<file path="src/rtl/rom_boot_loader.sv">
// Boot sequencer: copies the instruction ROM into instruction RAM and holds the core in reset meanwhile.
// Optional BOOT_CHECKSUM_EN: last ROM word is a sum check over the copied words instead of image data.
module rom_boot_loader #(
  parameter int          WORDS      = 128,
  parameter logic [31:0] DST_BASE   = 32'h0000_0000,
  parameter bit          AUTO_START = 1'b1
) (
  input  logic        clk,
  input  logic        reset,
  input  logic        start,
  output logic [11:0] rom_addr,
  input  logic [31:0] rom_inst,
  output logic        mem_wr_req,
  output logic [31:0] mem_wr_addr,
  output logic [31:0] mem_wr_data,
  input  logic        mem_wr_ack,
  output logic        core_hold,
  output logic        busy,
  output logic        done,
  output logic        err
);

  typedef enum logic [2:0] {IDLE, FETCH, WRITE, DONE, ERROR} state_t;

`ifdef BOOT_CHECKSUM_EN
  localparam logic [6:0] LAST_IDX  = 7'(WORDS - 2);
  localparam logic [6:0] CHECK_IDX = 7'(WORDS - 1);
`else
  localparam logic [6:0] LAST_IDX  = 7'(WORDS - 1);
`endif

  state_t      state, state_nxt;
  logic [6:0]  idx, idx_nxt;
  logic        auto_pend;
  logic [11:0] rom_addr_q;
  logic        capture;
`ifdef BOOT_CHECKSUM_EN
  logic [31:0] acc, acc_nxt;
`endif

  // rom_addr follows idx only while fetching, otherwise holds the last fetched address
  assign rom_addr = (state == FETCH) ? {3'b000, idx, 2'b00} : rom_addr_q;

  always_comb begin
    state_nxt = state;
    idx_nxt   = idx;
    capture   = 1'b0;
`ifdef BOOT_CHECKSUM_EN
    acc_nxt   = acc;
`endif
    case (state)
      IDLE: begin
        if (auto_pend || start) begin
          state_nxt = FETCH;
          idx_nxt   = '0;
`ifdef BOOT_CHECKSUM_EN
          acc_nxt   = '0;
`endif
        end
      end
      FETCH: begin
`ifdef BOOT_CHECKSUM_EN
        if (idx == CHECK_IDX) begin
          state_nxt = (rom_inst == acc) ? DONE : ERROR;
        end else begin
          acc_nxt   = acc + rom_inst;
          capture   = 1'b1;
          state_nxt = WRITE;
        end
`else
        capture   = 1'b1;
        state_nxt = WRITE;
`endif
      end
      WRITE: begin
        if (mem_wr_ack) begin
          if (idx == LAST_IDX) begin
`ifdef BOOT_CHECKSUM_EN
            idx_nxt   = idx + 7'd1;
            state_nxt = FETCH;
`else
            state_nxt = DONE;
`endif
          end else begin
            idx_nxt   = idx + 7'd1;
            state_nxt = FETCH;
          end
        end
      end
      DONE, ERROR: begin
        if (start) begin
          state_nxt = FETCH;
          idx_nxt   = '0;
`ifdef BOOT_CHECKSUM_EN
          acc_nxt   = '0;
`endif
        end
      end
      default: state_nxt = IDLE;
    endcase
  end

  always_ff @(posedge clk or posedge reset) begin
    if (reset) begin
      state       <= IDLE;
      idx         <= '0;
      auto_pend   <= AUTO_START;
      rom_addr_q  <= '0;
      mem_wr_addr <= '0;
      mem_wr_data <= '0;
      mem_wr_req  <= 1'b0;
      busy        <= 1'b0;
      done        <= 1'b0;
      core_hold   <= 1'b1;
      err         <= 1'b0;
`ifdef BOOT_CHECKSUM_EN
      acc         <= '0;
`endif
    end else begin
      state       <= state_nxt;
      idx         <= idx_nxt;
      auto_pend   <= 1'b0;
      rom_addr_q  <= rom_addr;
      if (capture) begin
        mem_wr_addr <= DST_BASE + {23'b0, idx, 2'b00};
        mem_wr_data <= rom_inst;
      end
      // status flags are registered from the next state so they carry no input-to-output path
      mem_wr_req  <= (state_nxt == WRITE);
      busy        <= (state_nxt == FETCH) || (state_nxt == WRITE);
      done        <= (state_nxt == DONE);
      core_hold   <= (state_nxt != DONE);
`ifdef BOOT_CHECKSUM_EN
      err         <= (state_nxt == ERROR);
      acc         <= acc_nxt;
`else
      err         <= 1'b0;
`endif
    end
  end

endmodule

</file>
<file path="config.mk">
export PLATFORM = sky130hd
export DESIGN_NAME = rom_boot_loader
export DESIGN_NICKNAME = d
export VERILOG_FILES = /design/src/rtl/rom_boot_loader.sv
export SDC_FILE = /design/constraint.sdc
export NUM_CORES = 1
export LEC_CHECK = 0
export BUFFER_PORTS_ARGS = -buffer_cell sky130_fd_sc_hd__buf_2
export CAP_MARGIN = 15
export CORE_MARGIN = 2
export CORE_UTILIZATION = 51
export CTS_CLUSTER_DIAMETER = 30
export CTS_CLUSTER_SIZE = 12
export DETAILED_ROUTE_END_ITERATION = 7
export GPL_ROUTABILITY_DRIVEN = 1
export PLACE_DENSITY = 0.95
export SETUP_SLACK_MARGIN = 0.4
export SLEW_MARGIN = 20
export SYNTH_ARGS = -nofsm -noshare
export SYNTH_HDL_FRONTEND = slang
export SYNTH_SLANG_ARGS = --single-unit
</file>
<file path="constraint.sdc">
create_clock -name clk -period 6.1 [get_ports clk]
set_clock_uncertainty 0.1 [all_clocks]
set_input_delay 1.22 -clock clk [delete_from_list [all_inputs] [get_ports clk]]
set_output_delay 1.22 -clock clk [all_outputs]
set_load 0.03 [all_outputs]
</file>
-- After elaboration in Yosys (flattened, before gate mapping)
Cells that the tools add are included.
- register bits: 66
- word-level logic and storage cells: 42
- bits in latches: 0
- input port bits: 36
- memories: 0
- bits in read-only memories: 0
- output and inout bits: 81
- memory bits (writable): 0
- reduce and logical (&&, ||, !) cells: 6
- equality and inequality tests: 13
- divide/modulo/power cells: 0
- $lt $le $gt $ge: 0
- bitwise operators: 0
- mux-type cells: 12
- add/subtract/negate cells: 1
- shift-type cells: 0
- multipliers: 0
- operators with widths (kind ; count):
    2-to-1 mux 7 bit ; 4
    case mux 7 bit (3 select lines) ; 1
    == test 3 x 2 -> 1 bit (second input constant) ; 4
    2-to-1 mux 12 bit ; 1
    case mux 3 bit (4 select lines) ; 1
    2-to-1 mux 3 bit ; 3
    != test 2 bit (second input constant) ; 4
    adder 7 x 1 -> 7 bit (second input constant) ; 1
    == test 7 bit (second input constant) ; 1
    == test 3 x 1 -> 1 bit (second input constant) ; 2
    AND reduction 5 bit ; 1
    == test 3 bit (second input constant) ; 1
    zero test 3 bit ; 1
    != test 3 x 2 -> 1 bit (second input constant) ; 1
    nonzero test 3 bit ; 1
    logical OR 1 bit ; 2
    2-to-1 mux 2 bit ; 1
    OR reduction 2 bit ; 1
    2-to-1 mux 1 bit ; 1

-- Longest topological paths before layout
Gate-level depths: netlist of the first run.
- word-level depth: 6
- depth in mapped cells: 6
- depth with buffers taken out: 5

-- Least setup slack after synthesis of the first run
OpenSTA, ideal clock, no wires.
- path kind: reg-to-output
- start: register state[2]
- end: output rom_addr[2]
- data arrival time: 1.419 ns
- path buffers: 3
- stages on the path, launching flop included: 7
- setup slack: 3.361 ns
- required time: 4.780 ns
- path through: dfrtp_1 -> buf_6 -> or3b_1 -> clkbuf_1 -> clkbuf_1 -> nand2_1 -> nand2_1
- cells in the longest elaborated chain, start to end: 2
- RTL lines (what ; RTL line ; source):
    start: declaration ; 32 ; state_t state, state_nxt;
    start signal: assignment ; 120 ; state <= state_nxt;
    == test 3 x 1 -> 1 bit ; 42 ; assign rom_addr = (state == FETCH) ? {3'b000, idx, 2'b00} : rom_addr_q;
    2-to-1 mux 12 bit ; 42 ;
    end: declaration ; 11 ; output logic [11:0] rom_addr,
No other way between the ends.

-- Worst setup path after layout of the first run
- start: register state[0]
- end: output rom_addr[11]
The elaborated chain is that of the path after synthesis.

==> results of run 1 <==
[registers in the layout, indices dropped and copies added (netlist names), 3 cells and up]
register / cells
idx: 7
rom_addr_q: 12
mem_wr_data: 32
mem_wr_addr: 7
state: 3
[where the power goes]
| group | internal (mW) | switching [mW] |
|---|---|---|
| clock | 0.210 | 0.161 |
| sequential | 0.586 | 0.0942 |
| combinational | 0.226 | 0.586 |
| total | 1.02 | 0.840 |
[placed cells by master (no fill, tap or decap), types with 3 or more instances in the layout]
| cell type | instances |
|---|---|
| sky130_fd_sc_hd__a21oi_1 | 6 |
| sky130_fd_sc_hd__and2_1 | 5 |
| sky130_fd_sc_hd__buf_2 | 90 |
| sky130_fd_sc_hd__buf_4 | 3 |
| sky130_fd_sc_hd__clkbuf_8 | 11 |
| sky130_fd_sc_hd__conb_1 | 27 |
| sky130_fd_sc_hd__dfrtp_1 | 64 |
| sky130_fd_sc_hd__inv_1 | 3 |
| sky130_fd_sc_hd__nand2_1 | 139 |
| sky130_fd_sc_hd__nor2_1 | 6 |
| sky130_fd_sc_hd__o21ai_0 | 3 |
[final cells by class]
type                    count  area, µm²
fillers                   465       2018
flip-flops and latches     66       1654
multi-input cells         217      983.4
repair buffers             93      473.0
clock buffers              12      155.1
well taps                  72      90.09
clock inverters             4      50.05
inverters                   4      15.01
[stage by stage]
step / power (mW) / cells / utilization / hold slack [ns]
2_1_floorplan: 1.306 / 327 / - / 0.3967
3_3_place_gp: 1.473 / 452 / 0.5912 / 0.3522
3_5_place_dp: 1.504 / 452 / 0.5912 / 0.3589
4_1_cts: 1.877 / 468 / 0.6289 / 0.3759
5_1_grt: 1.996 / 468 / 0.6289 / 0.3836
6_report: 1.863 / 468 / 0.6289 / 0.3733
[per-layer routing]
| layer | global-route usage | part of all wire | vias to the layer above |
|---|---|---|---|
| met5 | 0 | 0 | - |
| met4 | 0.05263 | 0.0093 | 0 |
| met3 | 0.06897 | 0.069 | 8 |
| met2 | 0.3259 | 0.49 | 87 |
| met1 | 0.2427 | 0.43 | 1047 |
| li1 | - | - | 1077 |
[Yosys cell counts (all sizes together)]
master,number
and4,1
or4b,1
nand3,1
mux2i,1
dfrtp,64
or2,1
nand2,139
and2,5
dfstp,2
a22o,1
o21ai,5
clkbuf,8
nor4b,1
nand4,1
a311oi,1
and3,1
o2bb2ai,1
nor3,1
nor3b,2
o32ai,1
a41oi,2
a31oi,1
conb,1
nand2b,2
inv,4
nor2,6
or3b,2
a21oi,6
o21a,2
mux2,1
o22a,1
a22oi,1
buf,32
o211ai,1
ha,1
[worst register-to-register path, delay by kind of cell, from the launching register on]
kind	cells	cell delay, ns
AOI/OAI and AO/OA	2	0.40
DFF	1	0.51
muxes	1	0.30
and+or+nand+nor	1	0.59
[kinds of logic (layout without fill, tap and decap cells)]
| kind of cell | count (synthesis) | count (layout) | share of synthesized area |
|---|---|---|---|
| and+or+nand+nor | 164 | 164 | 0.2429 |
| DFF | 66 | 66 | 0.5860 |
| buffers and inverters | 44 | 113 | 0.1019 |
| AOI/OAI and AO/OA | 23 | 23 | 0.05585 |
| muxes | 2 | 2 | 0.007535 |
| adders and majority gates | 1 | 1 | 0.004432 |
| other | 1 | 27 | 0.001329 |
[how the worst min path moves through the flow]
stage / start / end
after global placement: mem_wr_data[26] / mem_wr_data[26]
after detailed placement: mem_wr_addr[4] / mem_wr_addr[4]
after CTS: mem_wr_addr[4] / mem_wr_addr[4]
after global routing: mem_wr_data[0] / mem_wr_data[0]
final: mem_wr_data[15] / mem_wr_data[15]
after floorplan: idx[4] / mem_wr_addr[6]
==> metrics.txt, run 1 <==
# TYPE chip_impl_metric gauge
chip_impl_metric{name="num_rows",unit=""} 27
chip_impl_metric{name="die_width",unit="µm"} 78.40
chip_impl_metric{name="first_iter_violations",unit=""} 151
chip_impl_info{name="cpMaxStageDelayCell",value="sky130_fd_sc_hd__or3b_1"} 1
chip_impl_info{name="timing.rr.end",value="idx[0]"} 1
chip_impl_metric{name="worst_ep_required_time",unit="ns"} 4.78
chip_impl_info{name="worstSetupStartpointType",value="register"} 1
chip_impl_info{name="setup.worst_path.class",value="register to output port"} 1
chip_impl_metric{name="number_of_antenna_violations_at_the_first_check_in_global_routing",unit=""} 0
chip_impl_metric{name="dp_worst_setup_slack",unit="ns"} 2.907
chip_impl_info{name="rsz_0062_raised_after_global_routing",value="no"} 1
chip_impl_info{name="run_status",value="completed"} 1
chip_impl_metric{name="detailroute.via_count",unit=""} 2219
chip_impl_metric{name="netlist.area_leader.share",unit=""} 0.5674
chip_impl_metric{name="critical_path.max_stage_delay",unit="ns"} 0.60
chip_impl_metric{name="r2r_cells",unit=""} 4
chip_impl_metric{name="slew_violations",unit=""} 0
chip_impl_metric{name="cts_max_level",unit=""} 3
chip_impl_metric{name="syn_area_per_cell",unit="µm²"} 9.378
chip_impl_metric{name="floorplan.io_pins",unit=""} 117
chip_impl_metric{name="io_buffer_count",unit=""} 90
chip_impl_metric{name="post-route-cell-area",unit="µm²"} 3421
chip_impl_metric{name="cap_viol_max_count",unit=""} 0
chip_impl_metric{name="worst_ir_drop_vdd",unit="V"} 0.0002840
chip_impl_metric{name="critical_path_arrival",unit="ns"} 2.24
chip_impl_metric{name="cts.hold.buffers_added",unit=""} 0
chip_impl_metric{name="dieArea",unit="µm²"} 6146
chip_impl_info{name="cts_tree",value="built"} 1
chip_impl_info{name="worstSetupEndpointType",value="output port"} 1
chip_impl_metric{name="post_cts_setup_buffer_count",unit=""} 0
chip_impl_metric{name="worst_hold_path.num_cells",unit=""} 2
chip_impl_metric{name="critical_path_peak_fanout",unit=""} 37
chip_impl_metric{name="final_antenna_net_count",unit=""} 0
chip_impl_metric{name="core_area",unit="µm²"} 5439
chip_impl_metric{name="timing_hold_violations_final",unit=""} 0
chip_impl_metric{name="final.setup.tns",unit="ns"} 0
chip_impl_metric{name="grt_start_max_net_pins",unit=""} 67
chip_impl_metric{name="grt_pass1_vias",unit=""} 2124
chip_impl_info{name="critPathCapture",value="rom_addr[11]"} 1
chip_impl_metric{name="initial_core_util",unit=""} 0.5190
chip_impl_metric{name="leftover_overflow_at_the_end_of_global_routing",unit=""} 0
chip_impl_metric{name="final.min_clock_period",unit="ns"} 3.561
chip_impl_info{name="cp_cell_sequence",value="or3b_1 -> buf_4 -> and2_1 -> buf_2"} 1
chip_impl_metric{name="cts.sinks",unit=""} 66
chip_impl_metric{name="dpl-instance-area",unit="µm²"} 3216
chip_impl_info{name="startpoint",value="state[0]"} 1
chip_impl_metric{name="slew-limit-headroom",unit=""} 0.4718
chip_impl_metric{name="mappedNetlistArea",unit="µm²"} 2823
chip_impl_metric{name="report.final.setup_viol",unit=""} 0
chip_impl_info{name="post_synth_main_area_contributors",value="sky130_fd_sc_hd__dfrtp_1 (57%), sky130_fd_sc_hd__nand2_1 (18%), sky130_fd_sc_hd__buf_4 (7.4%)"} 1
chip_impl_metric{name="dpl.hpwl",unit="µm"} 3970
chip_impl_metric{name="antenna_cells_inserted",unit=""} 0
chip_impl_metric{name="post_synth_num_cell_types",unit=""} 40
chip_impl_metric{name="power-per-cell-area",unit="nW/µm²"} 544.6
chip_impl_metric{name="cts.repair.resized",unit=""} 0
chip_impl_metric{name="globalRouteTotalUtil",unit=""} 0.1954
chip_impl_metric{name="synth-warning-count",unit=""} 0
chip_impl_metric{name="clock_latency_at_the_later_pin_of_the_worst_skew_pair",unit="ns"} 0.34
chip_impl_metric{name="cts-buffers-inserted",unit=""} 9
chip_impl_metric{name="synth_seq_cells",unit=""} 66
chip_impl_info{name="reg2reg_from",value="state[1]"} 1
chip_impl_metric{name="register_to_register_setup_slack",unit="ns"} 4.10
chip_impl_info{name="library_cell_with_the_largest_summed_area_after_synthesis",value="sky130_fd_sc_hd__dfrtp_1"} 1
chip_impl_metric{name="chipHeight",unit="µm"} 78.40
chip_impl_metric{name="drt_first_pass_iters",unit=""} 4
chip_impl_metric{name="setup_ws",unit="ns"} 2.539
chip_impl_metric{name="layout.nets",unit=""} 428
chip_impl_metric{name="fraction_of_the_yosys_area_taken_by_sequential_cells",unit=""} 0.5860
chip_impl_metric{name="areaGrowthSynthToFinish",unit="%"} 21.19
chip_impl_metric{name="grt_pass1_wl",unit="µm"} 9411
chip_impl_metric{name="p_leak",unit="nW"} 1.982
chip_impl_metric{name="final_wirelength",unit="µm"} 5569
chip_impl_metric{name="clkSlewWorstSetupHoldPaths",unit="ns"} 0.07
chip_impl_metric{name="wl_per_cell",unit="µm"} 11.90
chip_impl_metric{name="layout_worst_path_cycle_share",unit=""} 0.5838
chip_impl_metric{name="synthesized_netlist_cell_count",unit=""} 301
chip_impl_metric{name="tightest_slew",unit="ns"} 0.7922
chip_impl_info{name="critPathTopFamily",value="simple AND/OR/NAND/NOR gates"} 1
chip_impl_metric{name="drive_gt1_frac",unit=""} 0.2955
chip_impl_metric{name="avgViaCountPerCell",unit=""} 4.741
chip_impl_metric{name="cp_num_cells",unit=""} 4
chip_impl_metric{name="drt_drc_violations_left",unit=""} 0
chip_impl_info{name="hold_path.class",value="register to register"} 1
chip_impl_metric{name="max_freq",unit="MHz"} 280.8
chip_impl_metric{name="worst-path-buf-inv",unit=""} 2
chip_impl_info{name="clockRootBuffer",value="sky130_fd_sc_hd__clkbuf_8"} 1
chip_impl_metric{name="max-clock-path-buffers",unit=""} 2
chip_impl_metric{name="gpl.final_weighted_congestion",unit=""} 0.8380
No activity file was read; power rests on OpenSTA's default activity.
==> run 2, diff against run 1 <==
ABC_AREA = 1   (was default)
CORE_UTILIZATION = 43   (was 51)
PLACE_DENSITY = 0.86   (was 0.95)
clock period = 3.05 ns   (was 6.1 ns; I/O delays follow)
==> run 2 against run 1 <==
Against the previous run:
- non-clock buffer count is 4 higher
- power increased by 100%
- worst setup slack got worse by 2.0 ns
- via count grew 9.8%
- first-iteration DRC count down 31%
- synthesized area is 2.5% higher
- clock power grew 88%
- combinational power rose by 120%
- critical path depth up 3
==> metrics.txt, run 2 <==
# TYPE chip_impl_metric gauge
chip_impl_metric{name="final.setup.tns",unit="ns"} 0
chip_impl_metric{name="post-route-cell-area",unit="µm²"} 3608
chip_impl_metric{name="synth_seq_cells",unit=""} 66
chip_impl_metric{name="slew-limit-headroom",unit=""} 0.5313
chip_impl_metric{name="wl_per_cell",unit="µm"} 12.07
chip_impl_metric{name="slew_violations",unit=""} 0
chip_impl_info{name="regMostFlops",value="mem_wr_data"} 1
chip_impl_metric{name="max-clock-path-buffers",unit=""} 2
chip_impl_metric{name="cts.sinks",unit=""} 66
chip_impl_metric{name="worst_ep_required_time",unit="ns"} 2.34
chip_impl_metric{name="globalRouteTotalUtil",unit=""} 0.1722
chip_impl_metric{name="dieArea",unit="µm²"} 7399
chip_impl_metric{name="dp_worst_setup_slack",unit="ns"} 0.5926
chip_impl_metric{name="grt_pass1_vias",unit=""} 2251
chip_impl_metric{name="worst_ir_drop_vdd",unit="V"} 0.0003488
chip_impl_metric{name="ys_async_rst_share",unit=""} 1.000
chip_impl_metric{name="layout.nets",unit=""} 482
chip_impl_metric{name="first_iter_violations",unit=""} 104
chip_impl_metric{name="drt_first_pass_iters",unit=""} 4
chip_impl_metric{name="tightest_slew",unit="ns"} 0.7020
chip_impl_metric{name="number_of_antenna_violations_at_the_first_check_in_global_routing",unit=""} 0
chip_impl_metric{name="synth-warning-count",unit=""} 0
chip_impl_metric{name="largest_reg_flops",unit=""} 32
chip_impl_metric{name="num_rows",unit=""} 29
chip_impl_metric{name="cts-buffers-inserted",unit=""} 9
chip_impl_info{name="run_status",value="completed"} 1
chip_impl_info{name="final_common_cell",value="sky130_fd_sc_hd__nand2_1"} 1
chip_impl_metric{name="clkSlewWorstSetupHoldPaths",unit="ns"} 0.06
chip_impl_metric{name="cts_max_level",unit=""} 3
chip_impl_info{name="cts_tree",value="built"} 1
chip_impl_info{name="worstSetupStartpointType",value="register"} 1
chip_impl_metric{name="detailroute.via_count",unit=""} 2437
chip_impl_info{name="post_synth_main_area_contributors",value="sky130_fd_sc_hd__dfrtp_1 (55%), sky130_fd_sc_hd__nand2_1 (23%), sky130_fd_sc_hd__buf_4 (7.0%)"} 1
chip_impl_metric{name="timing_hold_violations_final",unit=""} 0
chip_impl_info{name="reg_top3",value="mem_wr_data: 32 flops, rom_addr_q: 12 flops"} 1
chip_impl_metric{name="met3WireLength",unit="µm"} 386
chip_impl_metric{name="avgViaCountPerCell",unit=""} 4.633
chip_impl_metric{name="syn_area_per_cell",unit="µm²"} 8.361
chip_impl_metric{name="dpl.hpwl",unit="µm"} 4280
chip_impl_metric{name="final_wirelength",unit="µm"} 6348
chip_impl_metric{name="final.min_clock_period",unit="ns"} 2.525
chip_impl_metric{name="detailroute.wirelength.met2",unit="µm"} 3150
chip_impl_metric{name="dpl-instance-area",unit="µm²"} 3331
chip_impl_metric{name="drt_drc_violations_left",unit=""} 0
chip_impl_metric{name="post_synth_num_cell_types",unit=""} 25
chip_impl_metric{name="initial_core_util",unit=""} 0.4504
chip_impl_metric{name="mappedNetlistArea",unit="µm²"} 2893
chip_impl_metric{name="synth-edff-count",unit=""} 0
chip_impl_metric{name="setup_ws",unit="ns"} 0.5249
chip_impl_metric{name="synthesized_netlist_cell_count",unit=""} 346
chip_impl_metric{name="io_buffer_count",unit=""} 90
chip_impl_info{name="worstSetupEndpointType",value="output port"} 1
chip_impl_metric{name="power-per-cell-area",unit="nW/µm²"} 1057
chip_impl_info{name="rsz_0062_raised_after_global_routing",value="no"} 1
chip_impl_metric{name="layout_worst_path_cycle_share",unit=""} 0.8279
chip_impl_metric{name="leftover_overflow_at_the_end_of_global_routing",unit=""} 0
chip_impl_metric{name="report.final.setup_viol",unit=""} 0
chip_impl_info{name="clockRootBuffer",value="sky130_fd_sc_hd__clkbuf_8"} 1
chip_impl_metric{name="chipHeight",unit="µm"} 86.02
chip_impl_info{name="highest-signal-layer",value="met4"} 1
chip_impl_info{name="synthTopCellsByCount",value="sky130_fd_sc_hd__nand2_1 (176), sky130_fd_sc_hd__dfrtp_1 (64), sky130_fd_sc_hd__buf_4 (27), sky130_fd_sc_hd__inv_1 (21), sky130_fd_sc_hd__nor2_1 (15)"} 1
chip_impl_metric{name="wirelength_met1",unit="µm"} 2687
chip_impl_metric{name="gpl.final_weighted_congestion",unit=""} 0.8600
chip_impl_metric{name="final_antenna_net_count",unit=""} 0
chip_impl_metric{name="antenna_cells_inserted",unit=""} 0
chip_impl_metric{name="grt_pass1_wl",unit="µm"} 10020
chip_impl_info{name="hold_path.class",value="input port to asynchronous set/reset pin"} 1
chip_impl_info{name="layout_common_cells",value="sky130_fd_sc_hd__nand2_1 (176), sky130_fd_sc_hd__buf_2 (90), sky130_fd_sc_hd__dfrtp_1 (64)"} 1
chip_impl_info{name="reg2reg_from",value="state[0]"} 1
chip_impl_metric{name="netlist.area_leader.share",unit=""} 0.5536
chip_impl_metric{name="drive_gt1_frac",unit=""} 0.2739
chip_impl_metric{name="cap_viol_max_count",unit=""} 0
chip_impl_info{name="synth_most_common_cell",value="sky130_fd_sc_hd__nand2_1"} 1
chip_impl_metric{name="critical_path_peak_fanout",unit=""} 51
chip_impl_metric{name="p_leak",unit="nW"} 2.221
chip_impl_info{name="setup.worst_path.class",value="register to output port"} 1
chip_impl_metric{name="areaGrowthSynthToFinish",unit="%"} 24.74
chip_impl_metric{name="die_width",unit="µm"} 86.02
chip_impl_metric{name="critical_path_arrival",unit="ns"} 1.82
chip_impl_metric{name="grt_start_max_net_pins",unit=""} 52
chip_impl_metric{name="max_freq",unit="MHz"} 396.0
chip_impl_info{name="startpoint",value="state[0]"} 1
chip_impl_info{name="library_cell_with_the_largest_summed_area_after_synthesis",value="sky130_fd_sc_hd__dfrtp_1"} 1
chip_impl_metric{name="floorplan.io_pins",unit=""} 117
chip_impl_metric{name="core_area",unit="µm²"} 6422
chip_impl_info{name="synth_ff_type",value="sky130_fd_sc_hd__dfrtp_1"} 1
chip_impl_metric{name="clock_latency_at_the_later_pin_of_the_worst_skew_pair",unit="ns"} 0.34
chip_impl_metric{name="fraction_of_the_yosys_area_taken_by_sequential_cells",unit=""} 0.5718
-- run 2: what timing repair did --
action                                 in CTS  in global routing
gates resized for setup                     2                  5
endpoints found under the hold margin       0                  0
hold buffers                                0                  0
setup endpoints to repair                  12                  8
cloned                                      0                  2
pin swaps                                   0                  1
buffers inserted                            0                  3
-- run 2: cell type report --
cell class | instances | area [µm²]
clock buffer | 12 | 145.1
tap | 77 | 96.34
clock inverter | 3 | 40.04
multi-input combinational | 246 | 1008
fill | 579 | 2814
sequential | 66 | 1654
timing repair buffer | 97 | 563.0
inverter | 25 | 101.3
-- run 2: path summary, 6_finish.rpt --
check                                      end  slack (ns)  depth (start not counted)
worst min register to register   rom_addr_q[9]        0.36                          2
worst min-delay path            rom_addr_q[10]        0.28                          2
worst max-delay path               rom_addr[3]        0.52                          7
max in group asynchronous            auto_pend        1.87                          3
min in group clk                 rom_addr_q[9]        0.36                          2
worst max register to register            busy        1.42                          8
-- run 2: metrics by stage --
stage / power, mW / hold WS (ns) / util / std cells
2_1_floorplan: 2.555 / 0.3897 / - / 372
3_3_place_gp: 2.940 / 0.3462 / 0.5186 / 506
3_5_place_dp: 2.994 / 0.3443 / 0.5186 / 506
4_1_cts: 3.714 / 0.2871 / 0.5484 / 521
5_1_grt: 4.073 / 0.3360 / 0.5619 / 526
6_report: 3.813 / 0.2815 / 0.5619 / 526
-- run 2: report_power, final --
| group | total, mW | leakage [nW] | switching (mW) | internal (mW) |
|---|---|---|---|---|
| clock network | 0.698 | 0.0962 | 0.305 | 0.393 |
| logic | 1.80 | 1.27 | 1.27 | 0.529 |
| registers | 1.32 | 0.851 | 0.152 | 1.17 |
-- run 2: cell families (layout without fill, tap and decap cells) --
logic type / after synthesis / after routing / share of synthesized area
compound gates: 6 / 6 / 0.01211
xor+xnor: 2 / 2 / 0.006056
flops: 66 / 66 / 0.5718
other cells: 1 / 27 / 0.001296
simple gates: 210 / 210 / 0.2911
buf+inv: 60 / 137 / 0.1133
fa+ha+maj: 1 / 1 / 0.004325
-- run 2: metal layers --
layer / track usage / up-vias
li1: - / 1185
met1: 0.2029 / 1147
met2: 0.2925 / 90
met3: 0.04042 / 15
met4: 0.08802 / 0
met5: 0 / -
-- run 2: worst max-delay path, stage by stage (launching register included) --
cell,delay (ns)
sky130_fd_sc_hd__dfrtp_1,0.42
sky130_fd_sc_hd__inv_1,0.18
sky130_fd_sc_hd__nor3_4,0.06
sky130_fd_sc_hd__buf_4,0.18
sky130_fd_sc_hd__inv_8,0.21
sky130_fd_sc_hd__nand2_1,0.11
sky130_fd_sc_hd__nand2_1,0.08
sky130_fd_sc_hd__buf_2,0.20
==> run 3, diff against run 2 <==
ABC_AREA = 0   (was 1)
PLACE_DENSITY = 0.87   (was 0.86)
clock period = 2.3 ns   (was 3.05 ns; I/O delays follow)
==> run 3 against run 2 <==
Against the previous run:
- cell count is 1.1% lower
- routed wire length is 8.9% higher
- first-iteration DRC count is 34% lower
- sequential share of layout area is 5.8 points lower
- combinational power is 75% higher
- global-route usage is 1.8 points higher
- largest power group unchanged
- register-to-register slack worse by 1.2 ns
- clock power is 40% higher
- worst hold slack worse by 0.23 ns
- core utilization is 8.8 points higher
- non-clock buffer count is 43 higher
==> metrics.txt, run 3 (synthesized netlist as in run 1, its figures left out) <==
# TYPE chip_impl_metric gauge
chip_impl_metric{name="num_rows",unit=""} 29
chip_impl_metric{name="timing_hold_violations_final",unit=""} 0
chip_impl_metric{name="critical_path.max_stage_delay",unit="ns"} 0.47
chip_impl_metric{name="final.setup.tns",unit="ns"} 0
chip_impl_metric{name="slew-limit-headroom",unit=""} 0.6361
chip_impl_metric{name="worst_ir_drop_vdd",unit="V"} 0.001306
chip_impl_metric{name="grt_pass1_wl",unit="µm"} 10940
chip_impl_info{name="critPathMostFrequentCell",value="sky130_fd_sc_hd__nand2_2"} 1
chip_impl_metric{name="cts_max_level",unit=""} 3
chip_impl_metric{name="p_leak",unit="nW"} 2.321
chip_impl_metric{name="final_antenna_net_count",unit=""} 0
chip_impl_metric{name="final.min_clock_period",unit="ns"} 2.190
chip_impl_metric{name="dieArea",unit="µm²"} 7228
chip_impl_info{name="layout_common_cells",value="sky130_fd_sc_hd__nand2_1 (125), sky130_fd_sc_hd__buf_2 (78), sky130_fd_sc_hd__dfrtp_1 (64)"} 1
chip_impl_metric{name="wl_per_cell",unit="µm"} 13.29
chip_impl_metric{name="max_freq",unit="MHz"} 456.6
chip_impl_info{name="cts_tree",value="built"} 1
chip_impl_info{name="worstSetupStartpointType",value="register"} 1
chip_impl_info{name="clockRootBuffer",value="sky130_fd_sc_hd__clkbuf_8"} 1
chip_impl_metric{name="globalRouteTotalUtil",unit=""} 0.1901
chip_impl_metric{name="max-clock-path-buffers",unit=""} 2
chip_impl_metric{name="clkSlewWorstSetupHoldPaths",unit="ns"} 0.08
chip_impl_metric{name="tightest_slew",unit="ns"} 0.5447
chip_impl_metric{name="clock_latency_at_the_later_pin_of_the_worst_skew_pair",unit="ns"} 0.33
chip_impl_metric{name="avgViaCountPerCell",unit=""} 4.654
chip_impl_metric{name="cap_viol_max_count",unit=""} 0
chip_impl_metric{name="critical_path_peak_fanout",unit=""} 6
chip_impl_metric{name="number_of_antenna_violations_at_the_first_check_in_global_routing",unit=""} 0
chip_impl_metric{name="initial_core_util",unit=""} 0.4445
chip_impl_info{name="reg2reg_from",value="state[2]"} 1
chip_impl_info{name="cpMaxStageDelayCell",value="sky130_fd_sc_hd__or3b_4"} 1
chip_impl_metric{name="placed_cells_incl_taps",unit=""} 463
chip_impl_metric{name="cts.sinks",unit=""} 66
chip_impl_metric{name="grt_pass1_vias",unit=""} 2274
chip_impl_metric{name="largest_reg_flops",unit=""} 32
chip_impl_metric{name="layout.nets",unit=""} 475
chip_impl_metric{name="areaGrowthSynthToFinish",unit="%"} 46.19
chip_impl_info{name="regMostFlops",value="mem_wr_data"} 1
chip_impl_info{name="run_status",value="completed"} 1
chip_impl_metric{name="die_width",unit="µm"} 85.02
chip_impl_metric{name="final_wirelength",unit="µm"} 6912
chip_impl_metric{name="layout_worst_path_cycle_share",unit=""} 0.9522
chip_impl_metric{name="grt_start_max_net_pins",unit=""} 43
chip_impl_metric{name="slew_violations",unit=""} 0
chip_impl_info{name="cp_cell_sequence",value="or3b_4 -> buf_12 -> nand2_2 -> nand2_2 -> buf_6"} 1
chip_impl_metric{name="power-per-cell-area",unit="nW/µm²"} 1428
chip_impl_metric{name="antenna_cells_inserted",unit=""} 0
chip_impl_metric{name="worst_ep_required_time",unit="ns"} 1.74
chip_impl_metric{name="total_power",unit="mW"} 5.891
chip_impl_metric{name="final_cell_count_no_fill",unit=""} 520
chip_impl_info{name="hold_path.class",value="input port to asynchronous set/reset pin"} 1
chip_impl_metric{name="core_area",unit="µm²"} 6350
chip_impl_info{name="rsz_0062_raised_after_global_routing",value="yes"} 1
chip_impl_metric{name="chipHeight",unit="µm"} 85.02
chip_impl_metric{name="drt_first_pass_iters",unit=""} 4
chip_impl_metric{name="report.final.setup_viol",unit=""} 0
chip_impl_info{name="final_common_cell",value="sky130_fd_sc_hd__nand2_1"} 1
chip_impl_metric{name="gpl.final_weighted_congestion",unit=""} 0.8586
chip_impl_metric{name="cts.hold.buffers_added",unit=""} 0
chip_impl_metric{name="drive_gt1_frac",unit=""} 0.4221
chip_impl_metric{name="floorplan.io_pins",unit=""} 117
chip_impl_metric{name="detailroute.via_count",unit=""} 2420
chip_impl_info{name="startpoint",value="state[2]"} 1
chip_impl_metric{name="cts-buffers-inserted",unit=""} 9
chip_impl_info{name="setup.worst_path.class",value="register to output port"} 1
chip_impl_metric{name="first_iter_violations",unit=""} 69
chip_impl_metric{name="leftover_overflow_at_the_end_of_global_routing",unit=""} 0
chip_impl_info{name="reg_top3",value="mem_wr_data: 32 flops, rom_addr_q: 12 flops"} 1
chip_impl_metric{name="dp_worst_setup_slack",unit="ns"} 0.3164
chip_impl_metric{name="dpl.hpwl",unit="µm"} 4112
chip_impl_metric{name="post-route-cell-area",unit="µm²"} 4126
chip_impl_metric{name="dpl-instance-area",unit="µm²"} 3307
chip_impl_metric{name="io_buffer_count",unit=""} 90
chip_impl_metric{name="setup_ws",unit="ns"} 0.1100
chip_impl_metric{name="critical_path_arrival",unit="ns"} 1.63
chip_impl_info{name="worstSetupEndpointType",value="output port"} 1
chip_impl_metric{name="drt_drc_violations_left",unit=""} 0
## run 3: per-layer routing
layer	routed length, µm	vias to the layer above	global-route usage
li1	-	1177	-
met1	2962	1150	0.2531
met2	3480	88	0.3068
met3	436	5	0.05739
met4	32	0	0.04762
met5	0	-	0
## run 3: final timing paths
check	endpoint	slack [ns]	cells past startpoint
worst max-delay path	rom_addr[4]	0.11	5
worst min-delay path	rom_addr_q[9]	0.06	2
worst max register to register	rom_addr_q[3]	0.24	11
worst min register to register	mem_wr_data[29]	0.37	2
max in group asynchronous	idx[5]	1.44	3
min in group clk	mem_wr_data[13]	0.21	3
## run 3: final cells by class
cell class | instances | area [µm²]
Fill cell | 485 | 2223
Multi-Input combinational cell | 217 | 1082
Timing Repair Buffer | 140 | 1074
Clock inverter | 7 | 77.57
Sequential cell | 66 | 1654
Clock buffer | 9 | 123.9
Inverter | 4 | 18.77
Tap cell | 77 | 96.34
## run 3: where the power goes
group          internal (mW)  switching (mW)
sequential              1.55           0.210
clock                  0.509           0.467
combinational           1.30            1.85
total                   3.36            2.53
## run 3: per-stage QoR
step	utilization	hold WS (ns)
after CTS	0.6294	0.06398
after floorplan	-	0.4133
final	0.6499	0.05617
after global placement	0.5208	0.3535
after global routing	0.6499	0.08372
after detailed placement	0.5208	0.3599
## run 3: critical path, delay by kind of cell (launching register included)
kind / cells / cell delay [ns]
and+or+nand+nor: 3 / 0.61
DFF: 1 / 0.38
buffers and inverters: 2 / 0.31
## run 3: repair_timing
action / CTS / global route
resized for setup: 50 / 22
pin swaps: 15 / 2
buffers inserted: 31 / 7
gates cloned: 3 / 0
endpoints found under the setup margin: 14 / 23
